### src/rtl/uart_rx_ctrl.sv
`default_nettype none
// ============================================================================
// Module   : uart_rx_ctrl
// Function : UART receive controller. Synchronises and oversamples rx,
//            qualifies start bits, strobes an external frame shift register
//            once per bit at bit centre, then decodes the completed frame
//            (data byte, even parity, stop bit) for the consumer.
// Revision : 1.0 - initial release
// ============================================================================
module uart_rx_ctrl #(
  parameter int BAUD_DIV    = 5208,
  parameter int WORD_LENGTH = 11
) (
  input  logic                   clk,
  input  logic                   reset,
  input  logic                   rx,
  input  logic [WORD_LENGTH-1:0] frame_q,
  output logic                   shift_en,
  output logic                   shift_d,
  output logic                   busy,
  output logic [7:0]             rx_data,
  output logic                   rx_valid,
  output logic                   parity_err,
  output logic                   framing_err
);

  localparam int             CW      = $clog2(BAUD_DIV);
  localparam logic [CW-1:0]  HALF_M1 = CW'(BAUD_DIV / 2 - 1);
  localparam logic [CW-1:0]  FULL_M1 = CW'(BAUD_DIV - 1);
  localparam logic [3:0]     LAST    = 4'(WORD_LENGTH - 1);

  typedef enum logic [1:0] {
    IDLE  = 2'd0,
    START = 2'd1,
    DATA  = 2'd2,
    DONE  = 2'd3
  } state_t;

  state_t          state;
  logic [CW-1:0]   bcnt;
  logic [3:0]      nbit;
  logic            rx_m;
  logic            rx_s;
  logic            armed;
  logic            sample_pt;

  // The start-bit position of the readback is 0 by construction; it carries
  // no information for the decode.
  logic            unused_start;
  assign unused_start = frame_q[WORD_LENGTH-1];

  // Two-flop synchronizer; idles high so reset never looks like a start edge.
  always_ff @(posedge clk or posedge reset) begin
    if (reset) begin
      rx_m <= 1'b1;
      rx_s <= 1'b1;
    end else begin
      rx_m <= rx;
      rx_s <= rx_m;
    end
  end

  // The strobe is decoded from the state so the shifter captures in the very
  // cycle the bit is sampled; a high start sample is a glitch and is not shifted.
  assign sample_pt = ((state == START) && (bcnt == HALF_M1)) ||
                     ((state == DATA)  && (bcnt == FULL_M1));
  assign shift_en  = sample_pt && !((state == START) && rx_s);
  assign shift_d   = shift_en & rx_s;

  // Receive FSM: start qualification, bit timing, and frame decode.
  always_ff @(posedge clk or posedge reset) begin
    if (reset) begin
      state       <= IDLE;
      bcnt        <= '0;
      nbit        <= 4'd0;
      armed       <= 1'b0;
      busy        <= 1'b0;
      rx_valid    <= 1'b0;
      rx_data     <= 8'h00;
      parity_err  <= 1'b0;
      framing_err <= 1'b0;
    end else begin
      rx_valid <= 1'b0;
      // A falling edge needs a preceding high sample, so a held-low line
      // (break) never re-triggers until it has returned high.
      armed    <= rx_s;
      case (state)
        IDLE: begin
          if (armed && !rx_s) begin
            bcnt  <= '0;
            busy  <= 1'b1;
            state <= START;
          end
        end
        START: begin
          if (bcnt == HALF_M1) begin
            bcnt <= '0;
            if (rx_s) begin
              busy  <= 1'b0;
              state <= IDLE;
            end else begin
              nbit  <= 4'd1;
              state <= DATA;
            end
          end else begin
            bcnt <= bcnt + 1'b1;
          end
        end
        DATA: begin
          if (bcnt == FULL_M1) begin
            bcnt <= '0;
            nbit <= nbit + 4'd1;
            if (nbit == LAST) begin
              state <= DONE;
            end
          end else begin
            bcnt <= bcnt + 1'b1;
          end
        end
        DONE: begin
          // Data sits MSB-side in the shifter with d0 oldest, so reverse it.
          for (int i = 0; i < 8; i++) begin
            rx_data[i] <= frame_q[WORD_LENGTH-2-i];
          end
          parity_err  <= ^frame_q[WORD_LENGTH-2:1];
          framing_err <= ~frame_q[0];
          rx_valid    <= 1'b1;
          busy        <= 1'b0;
          nbit        <= 4'd0;
          state       <= IDLE;
        end
        default: state <= IDLE;
      endcase
    end
  end

endmodule
`default_nettype wire

### config.mk
export PLATFORM = sky130hd
export DESIGN_NAME = uart_rx_ctrl
export DESIGN_NICKNAME = d
export VERILOG_FILES = /design/src/rtl/uart_rx_ctrl.sv
export SDC_FILE = /design/constraint.sdc
export NUM_CORES = 1
export LEC_CHECK = 0
export BUFFER_PORTS_ARGS = -buffer_cell sky130_fd_sc_hd__buf_4
export CORE_UTILIZATION = 56
export DETAILED_ROUTE_END_ITERATION = 10
export MAX_ROUTING_LAYER = met4
export PLACE_DENSITY_LB_ADDON = 0.12
export SLEW_MARGIN = 20
export SYNTH_ARGS = -nofsm -noshare
export SYNTH_HDL_FRONTEND = slang
export SYNTH_SLANG_ARGS = --single-unit
### constraint.sdc
create_clock -name clk -period 2.8 [get_ports clk]
set_clock_uncertainty 0.2 [all_clocks]
set_input_delay 0.56 -clock clk [delete_from_list [all_inputs] [get_ports clk]]
set_output_delay 0.56 -clock clk [all_outputs]
set_load 0.01 [all_outputs]
After elaboration in Yosys (flattened, before gate mapping):

Cells that the tools add are included.

* bits of input ports: 14
* output and inout port bits: 14
* word-level logic and storage cells: 63
* register bits: 34

* reductions and logical operators: 17
* eq/ne operators: 12
* add/subtract/negate cells: 2
* multiplexer cells: 19
* bitwise logic cells: 2

Operators with widths (count)
* two-way mux 13 bit: 3
* one-hot mux 13 bit (3 select lines): 1
* adder 13 x 1 -> 13 bit (second input constant): 1
* equality test 13 x 12 -> 1 bit (second input constant): 1
* equality test 13 bit (second input constant): 1
* two-way mux 4 bit: 3
* one-hot mux 4 bit (3 select lines): 1
* AND reduction 4 bit: 3
* two-way mux 2 bit: 5
* nonzero test 3 bit: 3
* XOR reduction 9 bit: 1
* one-hot mux 2 bit (4 select lines): 1
* != test 2 x 1 -> 1 bit (second input constant): 3
* != test 2 bit (second input constant): 3
* logical AND 1 bit: 5
* adder 4 x 1 -> 4 bit (second input constant): 1
* equality test 2 bit (second input constant): 2
* equality test 4 bit (second input constant): 1
* two-way mux 1 bit: 4
* one-hot mux 1 bit (3 select lines): 1
* equality test 2 x 1 -> 1 bit (second input constant): 1
* zero test 1 bit: 2
* zero test 2 bit: 1
* AND reduction 2 bit: 1
* 3 further kinds: 3

Longest topological paths before layout:

Gate-level depths: netlist of the first run.

* word-level depth: 5
* gate-level depth with buffers: 8
* mapped depth without buffers: 7

Worst setup path after synthesis of the first run:

OpenSTA, ideal clock, no wires.

* path type: flip-flop to flip-flop
* start: register state[0]
* end: register bcnt[8]
* data arrival time: 1775 ps
* library setup time: 126 ps
* stages on the path, launching flop included: 6
* buffers on the path: 0
* data required time: 2474 ps
* period minus slack after synthesis: 2101 ps
* path slack: 699 ps
* cell sequence: dfrtp_1 -> inv_1 -> ha_1 -> mux2i_1 -> nor2_4 -> a221o_1

* longest elaborated chain between the ends: 3
* elaborated cells on any way between the ends: 7
* those cells by class: eq/ne (3); mux (1); reduce/logical (3)

RTL lines
* from (decl): RTL line 39 `state_t state;`
* from (signal assigned): RTL line 73 `state <= IDLE;`
* from (signal assigned): RTL line 92 `state <= START;`
* from (signal assigned): RTL line 100 `state <= IDLE;`
* equality test 2 x 1 -> 1 bit, or another cell as far along: RTL line 87 `case (state)`
* nonzero test 3 bit (no line) / != test 2 bit (equally long branches)
* AND reduction 2 bit (no line)
* to (signal assigned): RTL line 106 `bcnt <= bcnt + 1'b1;`
* to (signal assigned): RTL line 117 `bcnt <= bcnt + 1'b1;`
* to (decl): RTL line 40 `logic [CW-1:0] bcnt;`

Parallel ways exist; a longest one is shown, timed or not.
A chain may end at the register's enable or synchronous reset.

Worst setup path in the final report of the first run:

* start: register bcnt[0]
* end: output shift_d

* longest elaborated chain between the ends: 5
* elaborated cells on any way between the ends: 7
* those cells by class: eq/ne (2); bitwise (1); reduce/logical (4)

RTL lines
* equality test 13 x 12 -> 1 bit / equality test 13 bit (equally long branches): RTL line 65, 66
* logical AND 1 bit, on equally long branches: RTL line 65, 66
* logical OR 1 bit *: RTL line 65 `assign sample_pt = ((state == START) && (bcnt == HALF_M1)) ||`
* logical AND 1 bit *: RTL line 67 `assign shift_en = sample_pt && !((state == START) && rx_s);`
* AND 1 bit *: RTL line 68 `assign shift_d = shift_en & rx_s;`
* to (decl): RTL line 19 `output logic shift_d,`

Every way passes the cells marked *; elsewhere a longest branch is shown, timed or not.

==> metrics.txt, run 1 <==
most frequent cells in the layout=dfrtp_1 (32), buf_4 (28), inv_1 (11), mux2_2 (10); reg2reg start=state[0]; Buffers on Ports=26; Post-Route WL=4.01 mm; # H-tree levels=2; cts bufs inserted=5; Worst Hold Class=input port to async pin; final-report setup violation count=0; grt ovf=0; DR pass1 iterations=4; width of the chip=roughly 60 µm; vias per inst=between 5 and 6; CP top delay family=simple AND/OR/NAND/NOR gates; worst vdd ir=0.584 mV; Final Hold Fails=0; CTS clock-pin slew for the worst setup and hold paths=about 0.11 ns; average size of a mapped cell=about 11 µm²; multi-input logic area=around 0.0010 mm²; DR DRC count=0; initial antenna violation count=0; post-route ant nets=0; total global-route track usage=0.262; Worst R2R Path Depth=7; vias in the first global route=1,473; first-pass GRT wire length=between 6 and 7 mm; commonest non-fill, non-tap cell in the layout=dfrtp_1; Setup crit end kind=output port; Pleak=slightly above 0.001 µW; largest net degree at the start of global routing=35; Synth cell types=53; Post-synth EDFFs=0; crit path buf inv count=1; area grow syn2layout=16.2%; FILL cells=between 200 and 250; DIE HEIGHT=roughly 60 µm; max_cap viols=0; syn_nets=196; worst path cell trace=ha_1, nor3b_4, and4_2, nand2_1, nor3_1, buf_4; Setup crit start kind=flop; sequential cell area=about 850 µm²; post-detail-place hpwl=around 3 mm; Worst-Margin Slew=roughly 0.58 ns; Rows=20; status=complete, no violations; share of cells above drive strength 1=0.280; crit path DAT=1.89 ns; core area=roughly 0.0032 mm²; Max-slew headroom=0.615; io pins=28; Syn Inst Count=174; endpoint of the worst register-to-register path=bcnt[8]; Final nets=228; count of hold-fix buffers inserted at cts=0; Clock Tree Root=clkbuf_4; post-synthesis register bit count=34; initial core utilization=0.607; Area contributors post-synth=dfrtp_1 (42%), mux2_2 (5.9%), ha_1 (5.2%), dfstp_2 (2.7%), a22o_1 (2.7%); Sequential Power Share=0.390; switching share of power=0.385; CTS tree=built; Setup WS post-layout=between 0.1 and 0.15 ns; cell taking the most area after synthesis=dfrtp_1; clock sink count=34; Synth top area share=0.419; Clock Latency Late Sink=~0.36 ns; routability cong.=between 0.8 and 0.9; Critical-path top delay cell=dfrtp_1; Int Power=between 1000 and 1500 µW; Main synth FF type=dfrtp_1; Comb power frac=0.453; clock power share=0.157; Req. time, crit path=2.04 ns; Clock Tree Buf Depth=2; fin crit share=0.947; R2R Setup Slk=roughly 0.40 ns; fmax=0.377 GHz; Netlist Area Pre-Place=0.00191 mm²; register area share after synthesis=0.446; detailed-route via count=roughly 1,500; Starting DRT DRC Count=82; Tmin final=around 2.7 ns; Worst Setup Slack post-DPL=0.481 ns; max-slew violations=0; critical path class=flop to output port; pwr/cell area=816 mW/mm²; Total Die Area=about 0.0037 mm²; number of diodes=0; Worst path max stage delay=between 0.3 and 0.4 ns; DR WL/cell=roughly 16 µm; Ys Warns=0; overall power=roughly 1800 µW; share of synthesized registers carrying an async set or reset=1.00; CP max FO=6; Net Sw Power=699 µW
[kinds of logic (layout without fill, tap and decap cells)]
family / Yosys count / after routing / synth area share
DFF: 34 / 34 / 0.446
AOI/OAI and AO/OA: 42 / 42 / 0.164
adders and majority gates: 8 / 8 / 0.0523
muxes: 14 / 14 / 0.0798
xor gates and xnor gates: 8 / 8 / 0.0366
and+or+nand+nor: 54 / 54 / 0.189
buffers and inverters: 14 / 47 / 0.0320
[worst max-delay path by stage]
stage,from,to,cells after the start,slack (ns)
after floorplan,state[0],bcnt[8],5,0.70
after global placement,bcnt[0],shift_d,6,0.57
after detailed placement,state[0],bcnt[8],7,0.48
after CTS,bcnt[0],shift_en,6,0.13
after global routing,bcnt[0],shift_d,6,-0.02
final,bcnt[0],shift_d,6,0.15
[state kept, by name, summed over array words and instances (netlist names), named ones only]
| signal | count |
|---|---|
| rx_s | 1 |
| parity_err | 1 |
| nbit | 4 |
| rx_data | 8 |
| busy | 1 |
| framing_err | 1 |
| state | 1 |
| bcnt | 13 |
| rx_valid | 1 |
| rx_m | 1 |
| armed | 1 |
[through the flow]
step	setup TNS, ns	hold WS, ns	cells	instance area (µm²)	util
after floorplan	0	0.145	174	1910	-
after global placement	0	0.146	243	2160	0.685
after detailed placement	0	0.147	243	2160	0.685
after CTS	0	0.0877	251	2220	0.703
after global routing	-0.0300	0.102	251	2220	0.705
final	0	0.0874	251	2220	0.705
[per-layer routing]
metal | global-route usage | part of all wire | vias up | wire length [µm]
li1 | - | - | 706 | -
met1 | 0.301 | 0.44 | 731 | 1760
met2 | 0.432 | 0.51 | 27 | 2050
met3 | 0.0789 | 0.036 | 6 | 144
met4 | 0.101 | 0.015 | 0 | 61
met5 | - | 0 | - | 0
[power by group through the flow]
stage | Combinational [µW] | Clock (µW) | Sequential [µW]
after floorplan | 515 | 0 | 740
after global placement | 781 | 0 | 703
after detailed placement | 821 | 0 | 719
after CTS | 824 | 293 | 710
after global routing | 909 | 313 | 725
final | 822 | 285 | 708
[Yosys cell counts, types with 2 or more instances]
| library cell | number |
|---|---|
| a21oi_1 | 5 |
| a22o_1 | 6 |
| and2_1 | 3 |
| and3_1 | 4 |
| and4bb_1 | 2 |
| and4bb_2 | 3 |
| dfrtp_1 | 32 |
| dfstp_2 | 2 |
| ha_1 | 8 |
| inv_1 | 11 |
| mux2_2 | 10 |
| mux2i_1 | 4 |
| nand2_1 | 8 |
| nand3_1 | 2 |
| nand4_1 | 4 |
| nor2_1 | 8 |
| nor2b_1 | 4 |
| nor3_1 | 3 |
| o21ai_0 | 8 |
| o21ai_1 | 2 |
| o2bb2ai_1 | 3 |
| o31ai_1 | 5 |
| xnor2_1 | 6 |
| xor2_1 | 2 |
[area by class of cell]
class | instances | share of cell area
tap | 44 | 0.0248
multi-input combinational | 126 | 0.452
sequential | 34 | 0.384
inverter | 11 | 0.0186
timing repair buffer | 28 | 0.0945
clock buffer | 8 | 0.0264
[timing repair]
action                                  4_1_cts  5_1_grt
setup buffers                                 0        0
endpoints found under the setup margin        0        2
gates resized for setup                       0        1
[worst reg2reg max path, stage by stage, from the launching register on]
cell and delay (ns):
dfrtp_1 0.45, inv_1 0.12, ha_1 0.29, inv_1 0.24, a41oi_2 0.09, o21ai_2 0.43, nor2_4 0.13, a221o_1 0.31
No activity file was read; power rests on OpenSTA's default activity.
==> inputs of run 2 (changes only) <==
--- a/config.mk
+++ b/config.mk
@@ -10,6 +10,7 @@
 export DETAILED_ROUTE_END_ITERATION = 10
 export MAX_ROUTING_LAYER = met4
 export PLACE_DENSITY_LB_ADDON = 0.12
+export RECOVER_POWER = 50
 export SLEW_MARGIN = 20
 export SYNTH_ARGS = -nofsm -noshare
 export SYNTH_HDL_FRONTEND = slang
==> constraint.sdc (replaced) <==
create_clock -name clk -period 2.8 [get_ports clk]
set_clock_uncertainty 0.2 [all_clocks]
set_input_delay 0.28 -clock clk [delete_from_list [all_inputs] [get_ports clk]]
set_output_delay 0.28 -clock clk [all_outputs]
set_load 0.01 [all_outputs]
==> metrics.txt, run 2 (synthesis gave the netlist of run 1 again) <==
status=complete, no violations; # resized after CTS=0; CTS tree=built; initial antenna violation count=0; Inst Count DP=243; Clock Latency Late Sink=about 0.34 ns; Total Die Area=around 0.0037 mm²; Worst Hold Class=flop to flop; reg2reg start=state[0]; worst vdd ir=~0.47 mV; crit path DAT=between 1.5 and 2 ns; Setup crit end kind=output port; first-pass GRT wire length=a little under 7 mm; WL met3=150 µm; most frequent cells in the layout=dfrtp_1 (32), buf_4 (21), inv_1 (11), dlygate4sd3_1 (11), mux2_2 (10); Buffers on Ports=26; Clock Tree Root=clkbuf_4; largest registers=bcnt: 13 flops, rx_data: 8 flops, nbit: 4 flops; cts bufs inserted=5; commonest non-fill, non-tap cell in the layout=dfrtp_1; Tmin final=approximately 2.4 ns; DR WL/cell=roughly 16 µm; post-detail-place hpwl=between 2 and 3 mm; Pleak=0.00106 µW; io pins=28; initial core utilization=0.607; multi-input logic area=998 µm²; core area=~0.0032 mm²; CTS clock-pin slew for the worst setup and hold paths=about 0.10 ns; RSZ-0062 raised after global routing=false; post-route ant nets=0; setup TNS=0 ns; max-slew violations=0; total global-route track usage=0.269; area grow syn2layout=20.8%; Post-Route WL=about 4.1 mm; Setup Fix Bufs, Post-CTS=0; fmax=0.416 GHz; crit path from=bcnt[0]; met2 wire length=around 2.1 mm; vias in the first global route=roughly 1,500; Int Power=about 1100 µW; pwr/cell area=788 mW/mm²; # H-tree levels=2; critical path class=flop to output port; number of diodes=0; share of cells above drive strength 1=0.248; DIE HEIGHT=just over 60 µm; vias per inst=between 5 and 6; FILL cells=about 250; Rows=20; Max-slew headroom=0.458; Req. time, crit path=around 2.3 ns; width of the chip=between 60 and 70 µm; final-report setup violation count=0; routability cong.=slightly below 0.9; Setup crit start kind=flop; grt ovf=0; Top Layer Used=met4; Sequential Power Share=0.390; Net Sw Power=720 µW; Final Hold Fails=0; hold path start=rx_m; clock power share=0.157; Worst-Margin Slew=a little over 0.8 ns; Clock Tree Buf Depth=2; max_cap viols=0; fin crit share=0.859; largest net degree at the start of global routing=35; max FFs per register=13; Comb power frac=0.453; DR pass1 iterations=4; Largest Register=bcnt; Non-Filler Instances=between 200 and 300; detailed-route via count=around 1,500; Starting DRT DRC Count=65; DR DRC count=0; switching share of power=0.395; sequential cell area=853 µm²; clock sink count=34; Final nets=~240; count of hold-fix buffers inserted at cts=11; CP max FO=6; Metal-1 WL=between 1.5 and 2 mm
-- run 2: path summary, 6_finish.rpt --
check	to	slack [ns]	cells after the start
max	shift_en	0.39	6
min	rx_s	0.17	0
max reg2reg	bcnt[8]	0.46	7
min reg2reg	rx_s	0.17	0
max in group asynchronous	nbit[2]	1.37	4
min in group asynchronous	parity_err	0.52	4
-- run 2: worst max-delay path: stages (launching register included) --
cell	delay, ns
dfrtp_1	0.41
ha_1	0.25
nor3b_2	0.27
and4b_1	0.26
nand2_1	0.06
a22oi_1	0.18
buf_4	0.15
-- run 2: power by group through the flow --
| stage | Clock, µW | Sequential [µW] | Combinational [µW] |
|---|---|---|---|
| 5_1_grt | 318 | 726 | 901 |
| 3_5_place_dp | 0 | 716 | 822 |
| 2_1_floorplan | 0 | 740 | 515 |
| 6_report | 286 | 710 | 826 |
| 3_3_place_gp | 0 | 703 | 780 |
| 4_1_cts | 292 | 707 | 839 |
-- run 2: layout make-up --
type	count	share of cell area
flip-flops and latches	34	0.369
repair buffers	39	0.131
multi-input cells	126	0.432
clock inverters	1	0.00217
well taps	44	0.0238
clock buffers	7	0.0238
inverters	11	0.0179
-- run 2: per-layer routing --
layer  up-vias  GRT usage
met1       750      0.331
met5         -          -
met2        29      0.438
met4         0     0.0617
met3         2     0.0810
li1        737          -
-- run 2: stage by stage --
stage | power (µW) | hold slack [ns] | cell area (µm²) | util | setup slack [ns]
after CTS | 1840 | 0.161 | 2330 | 0.738 | 0.420
after global routing | 1940 | 0.174 | 2310 | 0.733 | 0.215
after global placement | 1480 | 0.146 | 2160 | 0.685 | 0.591
after floorplan | 1260 | 0.0845 | 1910 | - | 0.699
final | 1820 | 0.167 | 2310 | 0.733 | 0.394
after detailed placement | 1540 | 0.147 | 2160 | 0.685 | 0.510
==> inputs of run 3 (changes only) <==
==> constraint.sdc (replaced) <==
create_clock -name clk -period 2.8 [get_ports clk]
set_clock_uncertainty 0.2 [all_clocks]
set_input_delay 0.42 -clock clk [delete_from_list [all_inputs] [get_ports clk]]
set_output_delay 0.42 -clock clk [all_outputs]
set_load 0.01 [all_outputs]
==> metrics.txt, run 3 (synthesis gave the netlist of run 1 again) <==
# H-tree levels=2; DR WL/cell=~15 µm; commonest non-fill, non-tap cell in the layout=dfrtp_1; Setup crit start kind=flop; status=complete, no violations; Pleak=0.000987 µW; clock sink count=34; total global-route track usage=0.262; most frequent cells in the layout=dfrtp_1 (32), clkbuf_1 (14), buf_4 (13), inv_1 (11), mux2_2 (10); post-route ant nets=0; DR DRC count=0; # resized after CTS=0; Post-Route WL=between 3 and 4 mm; pwr/cell area=about 800 mW/mm²; reg2reg start=state[0]; Clock Latency Late Sink=roughly 0.35 ns; Clock Tree Buf Depth=2; Critical-path top delay cell=dfrtp_1; Worst-Margin Slew=1.22 ns; initial antenna violation count=0; worst path cell trace=ha_1, nor3b_2, and4b_1, nand2_1, a22oi_1, buf_4; Largest Register=bcnt; DR pass1 iterations=5; count of hold-fix buffers inserted at cts=2; Final nets=230; Setup crit end=shift_en; Buffers on Ports=26; crit path DAT=about 1.9 ns; fmax=just under 0.4 GHz; Worst Hold Class=input port to flop; core area=0.00315 mm²; Max-slew headroom=0.185; max_cap viols=0; CTS tree=built; largest registers=bcnt: 13 flops, rx_data: 8 flops, nbit: 4 flops; detailed-route via count=approximately 1,500; FILL cells=approximately 270; CP max FO=6; R2R Setup Slk=about 0.5 ns; vias in the first global route=between 1,000 and 1,500; CTS clock-pin slew for the worst setup and hold paths=approximately 0.10 ns; routability cong.=0.878; Total Die Area=~0.0037 mm²; vias per inst=6.07; worst vdd ir=0.554 mV; DIE HEIGHT=60.5 µm; multi-input logic area=around 1000 µm²; area grow syn2layout=14.5%; crit path from=bcnt[0]; width of the chip=about 60 µm; Req. time, crit path=~2.2 ns; first-pass GRT wire length=approximately 6.7 mm; initial core utilization=0.607; Worst path max stage delay=around 0.40 ns; critical path class=flop to output port; largest net degree at the start of global routing=25; sequential cell area=853 µm²; Layout Utilization=0.694; post-detail-place hpwl=about 2.9 mm; Clock Tree Root=clkbuf_4; grt ovf=0; Setup Fix Bufs, Post-CTS=0; share of cells above drive strength 1=0.215; cts bufs inserted=5; max FFs per register=13; Rows=20; overall power=1740 µW; fin crit share=0.904; RSZ-0062 raised after global routing=false; Setup crit end kind=output port; Starting DRT DRC Count=80; max-slew violations=0; final-report setup violation count=0; io pins=28; Worst R2R Path Depth=7; endpoint of the worst register-to-register path=bcnt[8]; Final Hold Fails=0; Tmin final=2.53 ns; setup TNS=0 ns; number of diodes=0
[run 3: worst max-delay path, delay by kind of cell, from the launching register on]
kind | cells | cell delay (ns)
buf+inv | 1 | 0.15
simple gates | 3 | 0.59
compound gates | 1 | 0.17
flops | 1 | 0.40
fa+ha+maj | 1 | 0.24
[run 3: stage by stage]
step	instances	setup slack [ns]	area [µm²]	hold WS, ns
after detailed placement	243	0.528	2160	0.147
after global routing	253	0.0569	2190	0.0291
after global placement	243	0.581	2160	0.146
after CTS	253	0.248	2240	0.0215
final	253	0.268	2190	0.0330
after floorplan	174	0.699	1910	0.145
[run 3: worst min-delay path by stage]
| stage | startpoint | end | slack, ns | depth (start not counted) |
|---|---|---|---|---|
| 2_1_floorplan | rx_m | rx_s | 0.15 | 0 |
| 3_3_place_gp | rx_m | rx_s | 0.15 | 0 |
| 5_1_grt | frame_q[0] | framing_err | 0.03 | 2 |
| 6_report | frame_q[0] | framing_err | 0.03 | 2 |
| 3_5_place_dp | rx_m | rx_s | 0.15 | 0 |
| 4_1_cts | frame_q[0] | framing_err | 0.02 | 2 |
[run 3: final cells by class]
cell class	instances	area share
clock buffer	7	0.0251
inverter	11	0.0189
timing repair buffer	30	0.0829
sequential	34	0.390
multi-input combinational	126	0.456
tap	44	0.0251
clock inverter	1	0.00229
[run 3: report_power, final]
| part | leakage (µW) | internal [µW] | switching (µW) |
|---|---|---|---|
| clock network | 0.0000353 | 121 | 167 |
| registers | 0.000435 | 617 | 85.6 |
| logic | 0.000517 | 307 | 445 |
| total | 0.000987 | 1050 | 698 |
[run 3: routing by layer]
| layer | share of wire | routed length [µm] | GRT usage |
|---|---|---|---|
| met5 | 0 | 0 | - |
| met1 | 0.45 | 1730 | 0.334 |
| met2 | 0.49 | 1900 | 0.391 |
| met3 | 0.034 | 130 | 0.0469 |
| met4 | 0.023 | 88 | 0.149 |
